$ cat config.mk
export PLATFORM = sky130hd
export DESIGN_NAME = if_id_pipe_skid_flat
export DESIGN_NICKNAME = d
export VERILOG_FILES = /design/src/rtl/if_id_pkg.sv /design/src/rtl/if_id_pipe_skid_if.sv /design/src/rtl/if_id_entry_reg.sv /design/src/rtl/if_id_pipe_skid.sv /design/src/flat_wrapper.sv
export SDC_FILE = /design/constraint.sdc
export NUM_CORES = 1
export LEC_CHECK = 0
export ABC_AREA = 1
export BUFFER_PORTS_ARGS = -buffer_cell sky130_fd_sc_hd__buf_4
export CAP_MARGIN = 20
export CELL_PAD_IN_SITES_DETAIL_PLACEMENT = 1
export CELL_PAD_IN_SITES_GLOBAL_PLACEMENT = 1
export CORE_MARGIN = 2
export CORE_UTILIZATION = 41
export CTS_BUF_LIST = sky130_fd_sc_hd__clkbuf_4 sky130_fd_sc_hd__clkbuf_8
export CTS_CLUSTER_DIAMETER = 80
export DETAILED_ROUTE_END_ITERATION = 8
export GPL_TIMING_DRIVEN = 0
export PLACE_DENSITY = 0.9
export SLEW_MARGIN = 40
export SYNTH_ARGS = -nofsm -noshare
export SYNTH_HDL_FRONTEND = slang
export SYNTH_SLANG_ARGS = --single-unit
$ cat constraint.sdc
create_clock -name clock -period 1.6 [get_ports clock]
set_input_delay 0.32 -clock clock [delete_from_list [all_inputs] [get_ports clock]]
set_output_delay 0.32 -clock clock [all_outputs]
set_load 0.005 [all_outputs]
$ cat src/rtl/if_id_pkg.sv
// Shared types and defaults for the IF/ID pipeline register with skid buffer.
package if_id_pkg;

   localparam int          ADDR_W_DEF    = 12;
   localparam int          INSTR_W_DEF   = 32;
   localparam logic [31:0] NOP_INSTR_DEF = 32'h0000_0000;

   // Number of valid entries held: EMPTY=0, ONE=1 (main), FULL=2 (main+skid).
   typedef enum logic [1:0] {
      EMPTY = 2'd0,
      ONE   = 2'd1,
      FULL  = 2'd2
   } state_e;

endpackage

$ cat src/rtl/if_id_pipe_skid_if.sv
// Handshake bundle between the IF stage, the IF/ID register and the ID stage.
// The slave modport is the pipeline register; the master modport is the
// IF/ID environment driving it.
interface if_id_pipe_skid_if
   import if_id_pkg::*;
#(
   parameter int ADDR_W  = ADDR_W_DEF,
   parameter int INSTR_W = INSTR_W_DEF
);
   logic               in_valid;
   logic               in_ready;
   logic [ADDR_W-1:0]  in_addr;
   logic [INSTR_W-1:0] in_instr;
   logic               flush;
   logic               out_valid;
   logic               out_ready;
   logic [ADDR_W-1:0]  out_addr;
   logic [INSTR_W-1:0] out_instr;
   logic [1:0]         occupancy;

   modport slave (
      input  in_valid, in_addr, in_instr, flush, out_ready,
      output in_ready, out_valid, out_addr, out_instr, occupancy
   );

   modport master (
      output in_valid, in_addr, in_instr, flush, out_ready,
      input  in_ready, out_valid, out_addr, out_instr, occupancy
   );
endinterface

$ cat src/rtl/if_id_entry_reg.sv
// One addr+instr entry register with load enable and synchronous clear to
// addr 0 / NOP. Clear beats load so a flush always wins.
module if_id_entry_reg
   import if_id_pkg::*;
#(
   parameter int                 ADDR_W    = ADDR_W_DEF,
   parameter int                 INSTR_W   = INSTR_W_DEF,
   parameter logic [INSTR_W-1:0] NOP_INSTR = INSTR_W'(NOP_INSTR_DEF)
) (
   input  logic               clock,
   input  logic               reset_n,
   input  logic               load_i,
   input  logic               clear_i,
   input  logic [ADDR_W-1:0]  addr_i,
   input  logic [INSTR_W-1:0] instr_i,
   output logic [ADDR_W-1:0]  addr_o,
   output logic [INSTR_W-1:0] instr_o
);
   logic [ADDR_W-1:0]  addr_q,  addr_d;
   logic [INSTR_W-1:0] instr_q, instr_d;

   // Next value: clear to NOP, else load, else hold.
   always_comb begin
      addr_d  = addr_q;
      instr_d = instr_q;
      if (clear_i) begin
         addr_d  = '0;
         instr_d = NOP_INSTR;
      end else if (load_i) begin
         addr_d  = addr_i;
         instr_d = instr_i;
      end
   end

   // Entry storage, reset to addr 0 / NOP.
   always_ff @(posedge clock or negedge reset_n) begin
      if (!reset_n) begin
         addr_q  <= '0;
         instr_q <= NOP_INSTR;
      end else begin
         addr_q  <= addr_d;
         instr_q <= instr_d;
      end
   end

   assign addr_o  = addr_q;
   assign instr_o = instr_q;
endmodule

$ cat src/rtl/if_id_pipe_skid.sv
// IF/ID pipeline register with valid/ready handshake, 2-entry skid buffer and
// synchronous flush. in_ready is decoded from the state register only, so
// there is no combinational path from out_ready to in_ready.
// Optional build macro IF_ID_STALL_CNT_EN adds a saturating stall_cycles count.
module if_id_pipe_skid
   import if_id_pkg::*;
#(
   parameter int                 ADDR_W    = ADDR_W_DEF,
   parameter int                 INSTR_W   = INSTR_W_DEF,
   parameter logic [INSTR_W-1:0] NOP_INSTR = INSTR_W'(NOP_INSTR_DEF)
) (
   input  logic        clock,
   input  logic        reset_n,
`ifdef IF_ID_STALL_CNT_EN
   output logic [15:0] stall_cycles,
`endif
   if_id_pipe_skid_if.slave bus
);
   state_e state_q, state_d;

   logic accept, fire;
   logic main_load, skid_load;
   logic [ADDR_W-1:0]  main_addr_in;
   logic [INSTR_W-1:0] main_instr_in;
   logic [ADDR_W-1:0]  skid_addr, main_addr;
   logic [INSTR_W-1:0] skid_instr, main_instr;

   assign accept = bus.in_valid & bus.in_ready;
   assign fire   = bus.out_valid & bus.out_ready;

   // Next state and entry load strobes; flush overrides everything.
   always_comb begin
      state_d   = state_q;
      main_load = 1'b0;
      skid_load = 1'b0;
      if (!bus.flush) begin
         unique case (state_q)
            EMPTY: if (accept) begin
               main_load = 1'b1;
               state_d   = ONE;
            end
            ONE: begin
               if (accept && fire) begin
                  main_load = 1'b1;
               end else if (accept) begin
                  skid_load = 1'b1;
                  state_d   = FULL;
               end else if (fire) begin
                  state_d   = EMPTY;
               end
            end
            FULL: if (fire) begin
               main_load = 1'b1;
               state_d   = ONE;
            end
            default: state_d = EMPTY;
         endcase
      end else begin
         state_d = EMPTY;
      end
   end

   // Occupancy state register.
   always_ff @(posedge clock or negedge reset_n) begin
      if (!reset_n) state_q <= EMPTY;
      else          state_q <= state_d;
   end

   // Main refills from the older skid entry when draining FULL, else from IF.
   assign main_addr_in  = (state_q == FULL) ? skid_addr  : bus.in_addr;
   assign main_instr_in = (state_q == FULL) ? skid_instr : bus.in_instr;

   if_id_entry_reg #(.ADDR_W(ADDR_W), .INSTR_W(INSTR_W), .NOP_INSTR(NOP_INSTR)) u_main (
      .clock   (clock),
      .reset_n (reset_n),
      .load_i  (main_load),
      .clear_i (bus.flush),
      .addr_i  (main_addr_in),
      .instr_i (main_instr_in),
      .addr_o  (main_addr),
      .instr_o (main_instr)
   );

   if_id_entry_reg #(.ADDR_W(ADDR_W), .INSTR_W(INSTR_W), .NOP_INSTR(NOP_INSTR)) u_skid (
      .clock   (clock),
      .reset_n (reset_n),
      .load_i  (skid_load),
      .clear_i (bus.flush),
      .addr_i  (bus.in_addr),
      .instr_i (bus.in_instr),
      .addr_o  (skid_addr),
      .instr_o (skid_instr)
   );

   assign bus.in_ready  = (state_q != FULL);
   assign bus.out_valid = (state_q != EMPTY);
   assign bus.out_addr  = main_addr;
   assign bus.out_instr = main_instr;
   assign bus.occupancy = state_q;

`ifdef IF_ID_STALL_CNT_EN
   logic [15:0] stall_q, stall_d;

   // Saturating count of cycles where ID holds off a valid entry.
   always_comb begin
      stall_d = stall_q;
      if (bus.out_valid && !bus.out_ready && stall_q != 16'hFFFF)
         stall_d = stall_q + 16'd1;
   end

   // Stall counter register; only reset clears it, flush does not.
   always_ff @(posedge clock or negedge reset_n) begin
      if (!reset_n) stall_q <= '0;
      else          stall_q <= stall_d;
   end

   assign stall_cycles = stall_q;
`endif
endmodule

$ cat src/flat_wrapper.sv
// flat-port wrapper written by rule: the top's interface ports become plain ports
module if_id_pipe_skid_flat import if_id_pkg::*;
#(
   parameter int                 ADDR_W    = ADDR_W_DEF,
   parameter int                 INSTR_W   = INSTR_W_DEF,
   parameter logic [INSTR_W-1:0] NOP_INSTR = INSTR_W'(NOP_INSTR_DEF)
)
  (clock, reset_n, bus_in_valid, bus_in_addr, bus_in_instr, bus_flush, bus_out_ready, bus_in_ready, bus_out_valid, bus_out_addr, bus_out_instr, bus_occupancy);
  if_id_pipe_skid_if #(.ADDR_W(ADDR_W), .INSTR_W(INSTR_W)) bus_i ();
  input  logic clock;
  input  logic reset_n;
  input wire logic [$bits(bus_i.in_valid)-1:0] bus_in_valid;
  input wire logic [$bits(bus_i.in_addr)-1:0] bus_in_addr;
  input wire logic [$bits(bus_i.in_instr)-1:0] bus_in_instr;
  input wire logic [$bits(bus_i.flush)-1:0] bus_flush;
  input wire logic [$bits(bus_i.out_ready)-1:0] bus_out_ready;
  output wire logic [$bits(bus_i.in_ready)-1:0] bus_in_ready;
  output wire logic [$bits(bus_i.out_valid)-1:0] bus_out_valid;
  output wire logic [$bits(bus_i.out_addr)-1:0] bus_out_addr;
  output wire logic [$bits(bus_i.out_instr)-1:0] bus_out_instr;
  output wire logic [$bits(bus_i.occupancy)-1:0] bus_occupancy;
  assign bus_i.in_valid = bus_in_valid;
  assign bus_i.in_addr = bus_in_addr;
  assign bus_i.in_instr = bus_in_instr;
  assign bus_i.flush = bus_flush;
  assign bus_i.out_ready = bus_out_ready;
  assign bus_in_ready = bus_i.in_ready;
  assign bus_out_valid = bus_i.out_valid;
  assign bus_out_addr = bus_i.out_addr;
  assign bus_out_instr = bus_i.out_instr;
  assign bus_occupancy = bus_i.occupancy;
  if_id_pipe_skid #(.ADDR_W(ADDR_W), .INSTR_W(INSTR_W), .NOP_INSTR(NOP_INSTR)) u_core (.clock(clock), .reset_n(reset_n), .bus(bus_i));
endmodule
==> results.json, run 1 <==
{
  "outcome": "finished, violations left",
  "violations": "hold timing, setup timing",
  "syn_nets": 616,
  "synth_commonest_cells": "nand2_1, nand3_1, dfrtp_1, nand4_1, buf_2",
  "fp.coreArea_mm2": 0.01075,
  "port-buffer-count": 96,
  "drtIter0Drc": 230,
  "cp-end-kind": "output port",
  "clk_pin_slew_worst_paths_ps": 90,
  "avgSynthCellArea_um2": 7.920,
  "synth_most_common_cell": "nand2_1",
  "async_reset_ff_frac": 1.000,
  "syn_inst": 567,
  "fin_cells": 827,
  "gp_routability_congestion": 0.8114,
  "power.total_mw": 5.083,
  "drtAntennaViolNets": 0,
  "ys_ff_latch": 90,
  "criticalPathCategory": "reg -> out",
  "placedCellCount": 803,
  "wirelength_um": 14820,
  "layout_min_cycle_time_ps": 1639,
  "drive_gt1_frac": 0.2562,
  "setup_violations": 1,
  "grt_max_degree": 91,
  "clk_path_buf_depth": 2,
  "htree_levels": 3,
  "synth_edf_count": 0,
  "ys_dominant_reg_cell": "dfrtp_1",
  "ir_worst_vdd_v": 0.0003734,
  "cts_tree": "built",
  "clock-sinks": 90,
  "synth_cell_type_count": 19,
  "holdWs_ps": -5.129,
  "crit_start": "u_core.bus.occupancy[1]",
  "area_growth_pct": 27.81,
  "finalHoldViolations": 1,
  "diodes": 0,
  "rr_startpoint": "u_core.bus.occupancy[1]",
  "synth_largest_area_cell": "dfrtp_1",
  "io_pins": 97,
  "grt_pass1_vias": 4601,
  "synth_top_area_share": 0.5015,
  "crit_chain": "buf_6, buf_8, nor2_4, inv_2, buf_6",
  "die_h_um": 108.7,
  "grt.overflow.total": 0,
  "crit_path_frequent_cell": "buf_6",
  "maxSlewViolCount": 0,
  "crit_path_max_fanout": 5,
  "row_count": 38,
  "wl_per_cell_um": 17.92,
  "skew_ps": 10.31,
  "via_per_inst": 5.486,
  "startpoint_type": "flip-flop",
  "antenna_found_initial": 0,
  "final_nets": 731,
  "yosysSeqAreaShare": 0.5015,
  "max_cap_violations": 0,
  "numCtsBuffers": 9,
  "power_density_mw_per_mm2": 885.6,
  "dp_hpwl_um": 10050,
  "critPathArrivalTime_ps": 1320,
  "cpMaxStageDelayCell": "dfrtp_1",
  "place_area_mm2": 0.005390,
  "ctsHoldBuffers": 0,
  "worst_slew_pin_slew_ps": 735.7,
  "drt_first_pass_iters": 4,
  "syn_area_mm2": 0.004491,
  "relSlewSlack": 0.5096,
  "synth_area_leaders": "dfrtp_1, nand2_1, nand3_1, nand4_1, buf_2",
  "fillers": 1370,
  "drc": 0,
  "die_w_um": 108.7,
  "fin_crit_sh": 1.024,
  "fmax_mhz": 610.3,
  "timing.final.ws_setup_ps": -38.63,
  "die-area_mm2": 0.01181,
  "cts_root_buf": "clkbuf_8",
  "postLayoutCellArea_mm2": 0.005739,
  "slowest_delay_ps": 410,
  "initial_core_util": 0.4179,
  "hold_class": "in -> async",
  "leakage_nw": 3.247,
  "rsz0062_at_grt": "true",
  "vias": 4537,
  "ys_warn_count": 0,
  "required_ps": 1280,
  "grt_usage": 0.2562,
  "grt_pass1_wl_um": 23320,
  "insertion_delay_ps": 380
}
## sequential cells by signal, summed over array words and instances, names as in the netlist
register / flops
u_core.u_main.instr_o: 32
u_core.u_skid.instr_o: 32
u_core.u_main.addr_o: 12
u_core.u_skid.addr_o: 12
u_core.bus.occupancy: 2
## stage by stage
| step | TNS, ps | util | setup WS [ps] |
|---|---|---|---|
| 3_3_place_gp | 0 | 0.5013 | 104.5 |
| 3_5_place_dp | 0 | 0.5016 | 62.39 |
| 4_1_cts | 0 | 0.5259 | 5.353 |
| 6_report | -38.63 | 0.5341 | -38.63 |
| 2_1_floorplan | 0 | - | 341.2 |
| 5_1_grt | -538.9 | 0.5341 | -85.55 |
## path summary, 6_finish.rpt
path	endpoint	slack, ps	cells past startpoint
worst max register to register	u_core.u_skid.instr_o[29]	50	8
worst max-delay path	bus_out_valid	-40	5
worst min-delay path	u_core.u_main.addr_o[0]	-5	1
worst min register to register	u_core.u_skid.addr_o[5]	480	2
min in group clock	u_core.u_skid.addr_o[8]	180	3
max in group asynchronous	u_core.bus.occupancy[0]	1050	1
## worst max-delay path: cells and delay by family, from the launching register on
kind | cells | cell delay (ps)
buffers and inverters | 4 | 440
flip-flops | 1 | 410
AND/OR/NAND/NOR | 1 | 90
## final cells by class
class                           instances  area, um^2  share of cell area
Sequential cell                        90        2253              0.3926
Clock buffer                           11       145.1             0.02529
Clock inverter                          5       53.80            0.009374
Inverter                                6       22.52            0.003924
Timing Repair Buffer                  105       802.0              0.1397
Tap cell                              140       175.2             0.03052
Buffer                                 48       330.3             0.05755
Multi-Input combinational cell        422        1957              0.3410
## placed cells by master (no fill, tap or decap)
master / synthesis / layout
buf_2: 29 / 21
buf_4: 6 / 107
buf_6: 5 / 13
buf_8: 0 / 2
bufinv_16: 0 / 1
clkbuf_1: 9 / 9
clkbuf_4: 0 / 1
clkbuf_8: 0 / 11
clkinv_2: 0 / 3
clkinv_4: 0 / 1
dfrtp_1: 90 / 89
dfrtp_2: 0 / 1
inv_1: 2 / 1
inv_2: 4 / 5
nand2_1: 226 / 226
nand2_2: 2 / 1
nand2_4: 2 / 2
nand2_8: 1 / 2
nand3_1: 137 / 137
nand3_2: 1 / 1
nand4_1: 44 / 44
nor2_1: 5 / 4
nor2_2: 1 / 1
nor2_4: 1 / 2
nor2_8: 1 / 1
o21ai_0: 1 / 1
## metal layers
layer  wire length (um)  GRT usage  vias up  part of all wire
met5                  0          0        -                 0
met4                336    0.09615        0             0.023
met3                687    0.02929       23             0.046
met2               7535     0.4339      125              0.51
met1               6263     0.3385     2264              0.42
li1                   -          -     2125                 -
## where the power goes
group | switching (mW) | leakage [nW] | internal (mW) | total (mW)
combinational | 0.572 | 1.92 | 0.405 | 0.977
sequential | 0.0801 | 1.22 | 2.39 | 2.47
clock | 0.855 | 0.106 | 0.778 | 1.63
total | 1.51 | 3.25 | 3.58 | 5.08
## timing repair
action / in CTS / in global routing
pin swaps: 1 / 2
setup buffers: 5 / 4
gates resized for setup: 12 / 20
setup endpoints to repair: 2 / 76
endpoints found under the hold margin: 0 / 0
## cell families (layout without fill, tap and decap cells)
kind of cell | Yosys count | count (layout) | share of synthesized area
flops | 90 | 90 | 0.5015
buf+inv | 55 | 175 | 0.06743
simple gates | 421 | 421 | 0.4299
compound gates | 1 | 1 | 0.001113
Note: power is estimated with default switching activity, not from simulation.
==> run 2, diff against run 1 <==
--- a/config.mk
+++ b/config.mk
@@ -5,17 +5,17 @@
 export SDC_FILE = /design/constraint.sdc
 export NUM_CORES = 1
 export LEC_CHECK = 0
-export ABC_AREA = 1
 export BUFFER_PORTS_ARGS = -buffer_cell sky130_fd_sc_hd__buf_4
 export CAP_MARGIN = 20
 export CELL_PAD_IN_SITES_DETAIL_PLACEMENT = 1
 export CELL_PAD_IN_SITES_GLOBAL_PLACEMENT = 1
 export CORE_MARGIN = 2
-export CORE_UTILIZATION = 41
+export CORE_UTILIZATION = 44
 export CTS_BUF_LIST = sky130_fd_sc_hd__clkbuf_4 sky130_fd_sc_hd__clkbuf_8
 export CTS_CLUSTER_DIAMETER = 80
 export DETAILED_ROUTE_END_ITERATION = 8
 export GPL_TIMING_DRIVEN = 0
+export HOLD_SLACK_MARGIN = 0.06
 export PLACE_DENSITY = 0.9
 export SLEW_MARGIN = 40
 export SYNTH_ARGS = -nofsm -noshare
==> results.json, run 2 <==
{
  "criticalPathCategory": "reg -> reg",
  "holdWs_ps": 29.80,
  "via_per_inst": 5.457,
  "fp.coreArea_mm2": 0.008678,
  "htree_levels": 3,
  "final_core_util": 0.6138,
  "numCtsBuffers": 9,
  "cts_tree": "built",
  "fin_setup_tns_ps": -5848,
  "yosysSeqAreaShare": 0.5736,
  "skew_ps": 15.91,
  "die-area_mm2": 0.009695,
  "layout_min_cycle_time_ps": 1724,
  "timing.final.ws_setup_ps": -124.4,
  "required_ps": 1870,
  "outcome": "finished, violations left",
  "syn_nets": 355,
  "dp_hpwl_um": 6727,
  "cts_root_buf": "clkbuf_8",
  "r2r_end": "u_core.u_main.addr_o[5]",
  "drive_gt1_frac": 0.4807,
  "crit_chain": "nor2b_4, buf_6, a22oi_2, or2_1, buf_6, buf_8, o21ai_2",
  "wirelength_um": 11040,
  "drtAntennaViolNets": 0,
  "drt_first_pass_iters": 4,
  "synth_area_leaders": "dfrtp_1, mux2i_1, a22o_1, o21ai_2, nand2_1",
  "die_h_um": 98.47,
  "critPathArrivalTime_ps": 1990,
  "synth_top_area_share": 0.5736,
  "grt_pass1_vias": 3185,
  "async_reset_ff_frac": 1.000,
  "ys_warn_count": 0,
  "setup_violations": 88,
  "ir_worst_vdd_v": 0.0004357,
  "synth_largest_area_cell": "dfrtp_1",
  "finalHoldViolations": 0,
  "final_cell_mix": "buf_4, dfrtp_1, a22o_1, mux2i_1",
  "fin_crit_sh": 1.078,
  "cpLargestDelayFamily": "simple AND/OR/NAND/NOR gates",
  "crit_path_frequent_cell": "buf_6",
  "synth_commonest_cells": "dfrtp_1, a22o_1, mux2i_1, nand2_1, o21ai_2",
  "cpMaxStageDelayCell": "dfrtp_2",
  "rsz0062_at_grt": "true",
  "ys_ff_latch": 90,
  "drc": 0,
  "power_density_mw_per_mm2": 877.0,
  "reg2reg_depth": 7,
  "fillers": 907,
  "insertion_delay_ps": 350,
  "grt_max_degree": 91,
  "power.total_mw": 4.671,
  "ff_latch_area_mm2": 0.002253,
  "final_nets": 485,
  "cp-end-kind": "flip-flop",
  "r2r_slack_ps": -120,
  "maxSlewViolCount": 0,
  "io_pins": 97,
  "row_count": 34,
  "placedCellCount": 508,
  "area_growth_pct": 35.66,
  "syn_inst": 306,
  "max_cap_violations": 0,
  "crit_path_max_fanout": 10,
  "grt_usage": 0.2117,
  "port-buffer-count": 94,
  "initial_core_util": 0.4524,
  "diodes": 0,
  "vias": 2996,
  "violations": "setup timing",
  "clock-sinks": 90,
  "relSlewSlack": 0.5253,
  "worst_slew_pin_slew_ps": 712.1,
  "gp_routability_congestion": 0.7045,
  "drtIter0Drc": 89,
  "multi_input_area_mm2": 0.001531,
  "fin_cells": 549,
  "grt_pass1_wl_um": 16310,
  "final_common_cell": "buf_4",
  "hold_class": "in -> async",
  "synth_edf_count": 0,
  "rr_startpoint": "u_core.bus.occupancy[0]",
  "fmax_mhz": 579.9,
  "ctsHoldBuffers": 0,
  "leakage_nw": 2.870,
  "synth_most_common_cell": "dfrtp_1",
  "antenna_found_initial": 0,
  "die_w_um": 98.47,
  "slowest_delay_ps": 460,
  "grt.overflow.total": 0,
  "syn_area_mm2": 0.003926,
  "wl_per_cell_um": 20.11,
  "crit_buf_inv": 3,
  "ys_dominant_reg_cell": "dfrtp_1",
  "clk_pin_slew_worst_paths_ps": 100,
  "avgSynthCellArea_um2": 12.83,
  "clk_path_buf_depth": 2,
  "startpoint_type": "flip-flop",
  "synth_cell_type_count": 25
}
## run 2: cell count changes after synthesis, sizes merged, moves of 2 or more
| cell | delta |
|---|---|
| nand4 | -44 |
| clkbuf | -8 |
| or2 | +2 |
| nor2 | -5 |
| nand3 | -138 |
| nor2b | +2 |
| nand2 | -187 |
| a22o | +44 |
| buf | -17 |
| mux2i | +44 |
| o21ai | +42 |
| inv | -5 |
## run 2: final cells by class
class                   instances  share of cell area
flip-flops and latches         90              0.4231
multi-input cells             191              0.2875
repair buffers                120              0.1844
plain buffers                  23             0.04369
clock buffers                  12             0.02866
well taps                     108             0.02537
clock inverters                 4            0.005168
inverters                       1            0.002114
## run 2: logic make-up (layout without fill, tap and decap cells)
logic type / count (synthesis) / after routing / share of synthesized area
simple gates: 54 / 54 / 0.05991
mux: 44 / 44 / 0.1122
compound gates: 92 / 92 / 0.2049
flops: 90 / 90 / 0.5736
xor+xnor: 1 / 1 / 0.002231
buf+inv: 25 / 160 / 0.04716
## run 2: report_power, final
| part | switching, mW | total (mW) | leakage, nW | internal (mW) |
|---|---|---|---|---|
| registers | 0.0697 | 2.45 | 1.22 | 2.38 |
| clock network | 0.801 | 1.44 | 0.0855 | 0.641 |
| logic | 0.375 | 0.779 | 1.56 | 0.404 |
## run 2: metrics by stage
step	setup slack (ps)	cell area, um^2
after CTS	-34.09	5135
after global placement	-205.7	4767
after detailed placement	-251.7	4771
after floorplan	70.89	3926
final	-124.4	5326
after global routing	-166.8	5326
## run 2: per-layer routing
metal | GRT usage | vias to the layer above | share of wire
li1 | - | 1374 | -
met1 | 0.2649 | 1534 | 0.41
met2 | 0.3762 | 68 | 0.53
met3 | 0.03050 | 20 | 0.039
met4 | 0.07376 | 0 | 0.025
met5 | 0 | - | 0
## run 2: worst max path at each step
stage	depth (start not counted)	end	start	slack, ps
after floorplan	6	u_core.u_main.addr_o[11]	u_core.bus.occupancy[1]	70
after global placement	5	u_core.u_skid.instr_o[7]	u_core.bus.occupancy[0]	-210
after detailed placement	5	u_core.u_skid.instr_o[0]	u_core.bus.occupancy[0]	-250
after CTS	8	u_core.u_main.instr_o[9]	u_core.bus.occupancy[0]	-30
after global routing	7	u_core.u_main.addr_o[5]	u_core.bus.occupancy[0]	-170
final	7	u_core.u_main.addr_o[5]	u_core.bus.occupancy[0]	-120
## run 2: repair_timing
item	CTS	global route
cloned	0	4
endpoints found under the setup margin	84	85
gates resized for setup	21	35
pin swaps	2	10
buffers inserted	15	8
==> run 3, diff against run 2 <==
--- a/config.mk
+++ b/config.mk
@@ -10,13 +10,15 @@
 export CELL_PAD_IN_SITES_DETAIL_PLACEMENT = 1
 export CELL_PAD_IN_SITES_GLOBAL_PLACEMENT = 1
 export CORE_MARGIN = 2
-export CORE_UTILIZATION = 44
+export CORE_UTILIZATION = 39
 export CTS_BUF_LIST = sky130_fd_sc_hd__clkbuf_4 sky130_fd_sc_hd__clkbuf_8
 export CTS_CLUSTER_DIAMETER = 80
+export CTS_CLUSTER_SIZE = 10
 export DETAILED_ROUTE_END_ITERATION = 8
 export GPL_TIMING_DRIVEN = 0
 export HOLD_SLACK_MARGIN = 0.06
-export PLACE_DENSITY = 0.9
+export PLACE_DENSITY = 0.85
+export RECOVER_POWER = 25
 export SLEW_MARGIN = 40
 export SYNTH_ARGS = -nofsm -noshare
 export SYNTH_HDL_FRONTEND = slang
==> constraint.sdc (replaced) <==
create_clock -name clock -period 1.5 [get_ports clock]
set_input_delay 0.3 -clock clock [delete_from_list [all_inputs] [get_ports clock]]
set_output_delay 0.3 -clock clock [all_outputs]
set_load 0.005 [all_outputs]
==> results.json, run 3 (synthesized netlist as in run 2, its figures left out) <==
{
  "fp.coreArea_mm2": 0.009774,
  "final_common_cell": "buf_4",
  "insertion_delay_ps": 360,
  "worstHoldPathCells": 2,
  "via_per_inst": 5.204,
  "required_ps": 1750,
  "row_count": 36,
  "drt_first_pass_iters": 4,
  "die-area_mm2": 0.01089,
  "gp_routability_congestion": 0.7533,
  "area_growth_pct": 46.59,
  "cts_root_buf": "clkbuf_8",
  "p_sw_frac": 0.2787,
  "violations": "setup timing",
  "seqPwrFrac": 0.511,
  "placedCellCount": 533,
  "max_cap_violations": 0,
  "crit_chain": "nor2b_4, buf_4, a221oi_4, buf_6, buf_8, nand2_2, o31ai_2",
  "p_comb_frac": 0.186,
  "grt_max_degree": 91,
  "criticalPathCategory": "reg -> reg",
  "startpoint_type": "flip-flop",
  "htree_levels": 3,
  "io_pins": 97,
  "final_cell_mix": "buf_4, dfrtp_1, a22o_1, mux2i_1, o21ai_2",
  "dp_hpwl_um": 6800,
  "critPathArrivalTime_ps": 1880,
  "fin_cells": 584,
  "wirelength_um": 12000,
  "fin_crit_sh": 1.086,
  "grt.overflow.total": 0,
  "grt_pass1_vias": 3281,
  "port-buffer-count": 94,
  "cp-end-kind": "flip-flop",
  "die_h_um": 104.3,
  "crit_path_max_fanout": 8,
  "clock-sinks": 90,
  "drtIter0Drc": 109,
  "drtAntennaViolNets": 0,
  "wl_per_cell_um": 20.55,
  "rsz0062_at_grt": "true",
  "fmax_mhz": 613.7,
  "cpMaxStageDelayCell": "dfrtp_2",
  "cts_tree": "built",
  "antenna_found_initial": 0,
  "diodes": 0,
  "layout_min_cycle_time_ps": 1629,
  "grt_usage": 0.1985,
  "vias": 3039,
  "drc": 0,
  "relSlewSlack": 0.4561,
  "skew_ps": 20.06,
  "p_int_mw": 3.704,
  "numCtsBuffers": 9,
  "worst_slew_pin_slew_ps": 815.9,
  "clk_pin_slew_worst_paths_ps": 100,
  "grt_pass1_wl_um": 17020,
  "ir_worst_vdd_v": 0.0004696,
  "finalHoldViolations": 0,
  "fin_setup_tns_ps": -4148,
  "leakage_nw": 3.052,
  "reg2reg_depth": 7,
  "hold_class": "in -> reg",
  "netSwitchingPower_mw": 1.431,
  "die_w_um": 104.3,
  "setup_violations": 65,
  "outcome": "finished, violations left",
  "slowest_delay_ps": 430,
  "final_nets": 496,
  "clk_path_buf_depth": 2,
  "timing.final.ws_setup_ps": -129.5,
  "power_density_mw_per_mm2": 892.2,
  "maxSlewViolCount": 0,
  "p_clk_frac": 0.304,
  "drive_gt1_frac": 0.5410,
  "initial_core_util": 0.4017
}
==> run 3: power by group through the flow <==
| stage | logic (mW) | clock network, mW | registers, mW |
|---|---|---|---|
| 6_report | 0.953 | 1.56 | 2.62 |
| 5_1_grt | 1.02 | 1.67 | 2.64 |
| 4_1_cts | 0.802 | 1.57 | 2.61 |
| 3_5_place_dp | 0.714 | 0 | 2.66 |
| 3_3_place_gp | 0.690 | 0 | 2.65 |
| 2_1_floorplan | 0.319 | 0 | 2.65 |
==> run 3: layout make-up <==
type	count	area, um^2
multi-input cells	191	1603
well taps	133	166.4
fillers	1032	4019
clock buffers	10	137.6
repair buffers	135	1281
inverters	1	11.26
flip-flops and latches	90	2255
plain buffers	19	264.0
clock inverters	5	37.54
==> run 3: worst max-delay path, delay by kind of cell, from the launching register on <==
| family | cells | cell delay [ps] |
|---|---|---|
| compound gates | 2 | 390 |
| buf+inv | 3 | 490 |
| flops | 1 | 430 |
| simple gates | 2 | 210 |
==> run 3: stage by stage <==
| stage | total power, mW | hold slack (ps) | area (um^2) | util | worst slack (ps) |
|---|---|---|---|---|---|
| detailed placement | 3.375 | 437.3 | 4807 | 0.4918 | -399.0 |
| global route | 5.331 | 151.6 | 5756 | 0.5888 | -194.4 |
| CTS | 4.986 | 147.0 | 5301 | 0.5424 | -135.6 |
| floorplan | 2.973 | 4.409 | 3931 | - | 1.982 |
| finish | 5.135 | 160.6 | 5756 | 0.5888 | -129.5 |
| global placement | 3.344 | 463.1 | 4803 | 0.4914 | -328.5 |
==> run 3: routing by layer <==
layer / track usage / share of wire
met5: 0 / 0
met4: 0.05985 / 0.022
met3: 0.03947 / 0.035
met2: 0.3459 / 0.53
met1: 0.2486 / 0.41
==> run 3: final timing paths <==
check                                     startpoint                         to  slack (ps)
hold reg to reg            u_core.u_main.instr_o[23]  u_core.u_main.instr_o[23]         480
setup / recovery             u_core.bus.occupancy[1]   u_core.u_main.addr_o[11]        -130
min in group asynchronous                    reset_n  u_core.u_main.instr_o[19]         560
hold / removal                      bus_in_instr[27]  u_core.u_skid.instr_o[27]         160
max in group asynchronous                    reset_n    u_core.bus.occupancy[1]         300
setup reg to reg             u_core.bus.occupancy[1]   u_core.u_main.addr_o[11]        -130
==> run 3: timing repair <==
| item | 4_1_cts | 5_1_grt |
|---|---|---|
| pin swaps | 6 | 42 |
| gates resized for setup | 41 | 56 |
| hold buffers | 1 | 0 |
| setup buffers | 22 | 3 |
| cloned | 3 | 12 |
| endpoints found under the hold margin | 61 | 0 |
| setup endpoints to repair | 91 | 90 |
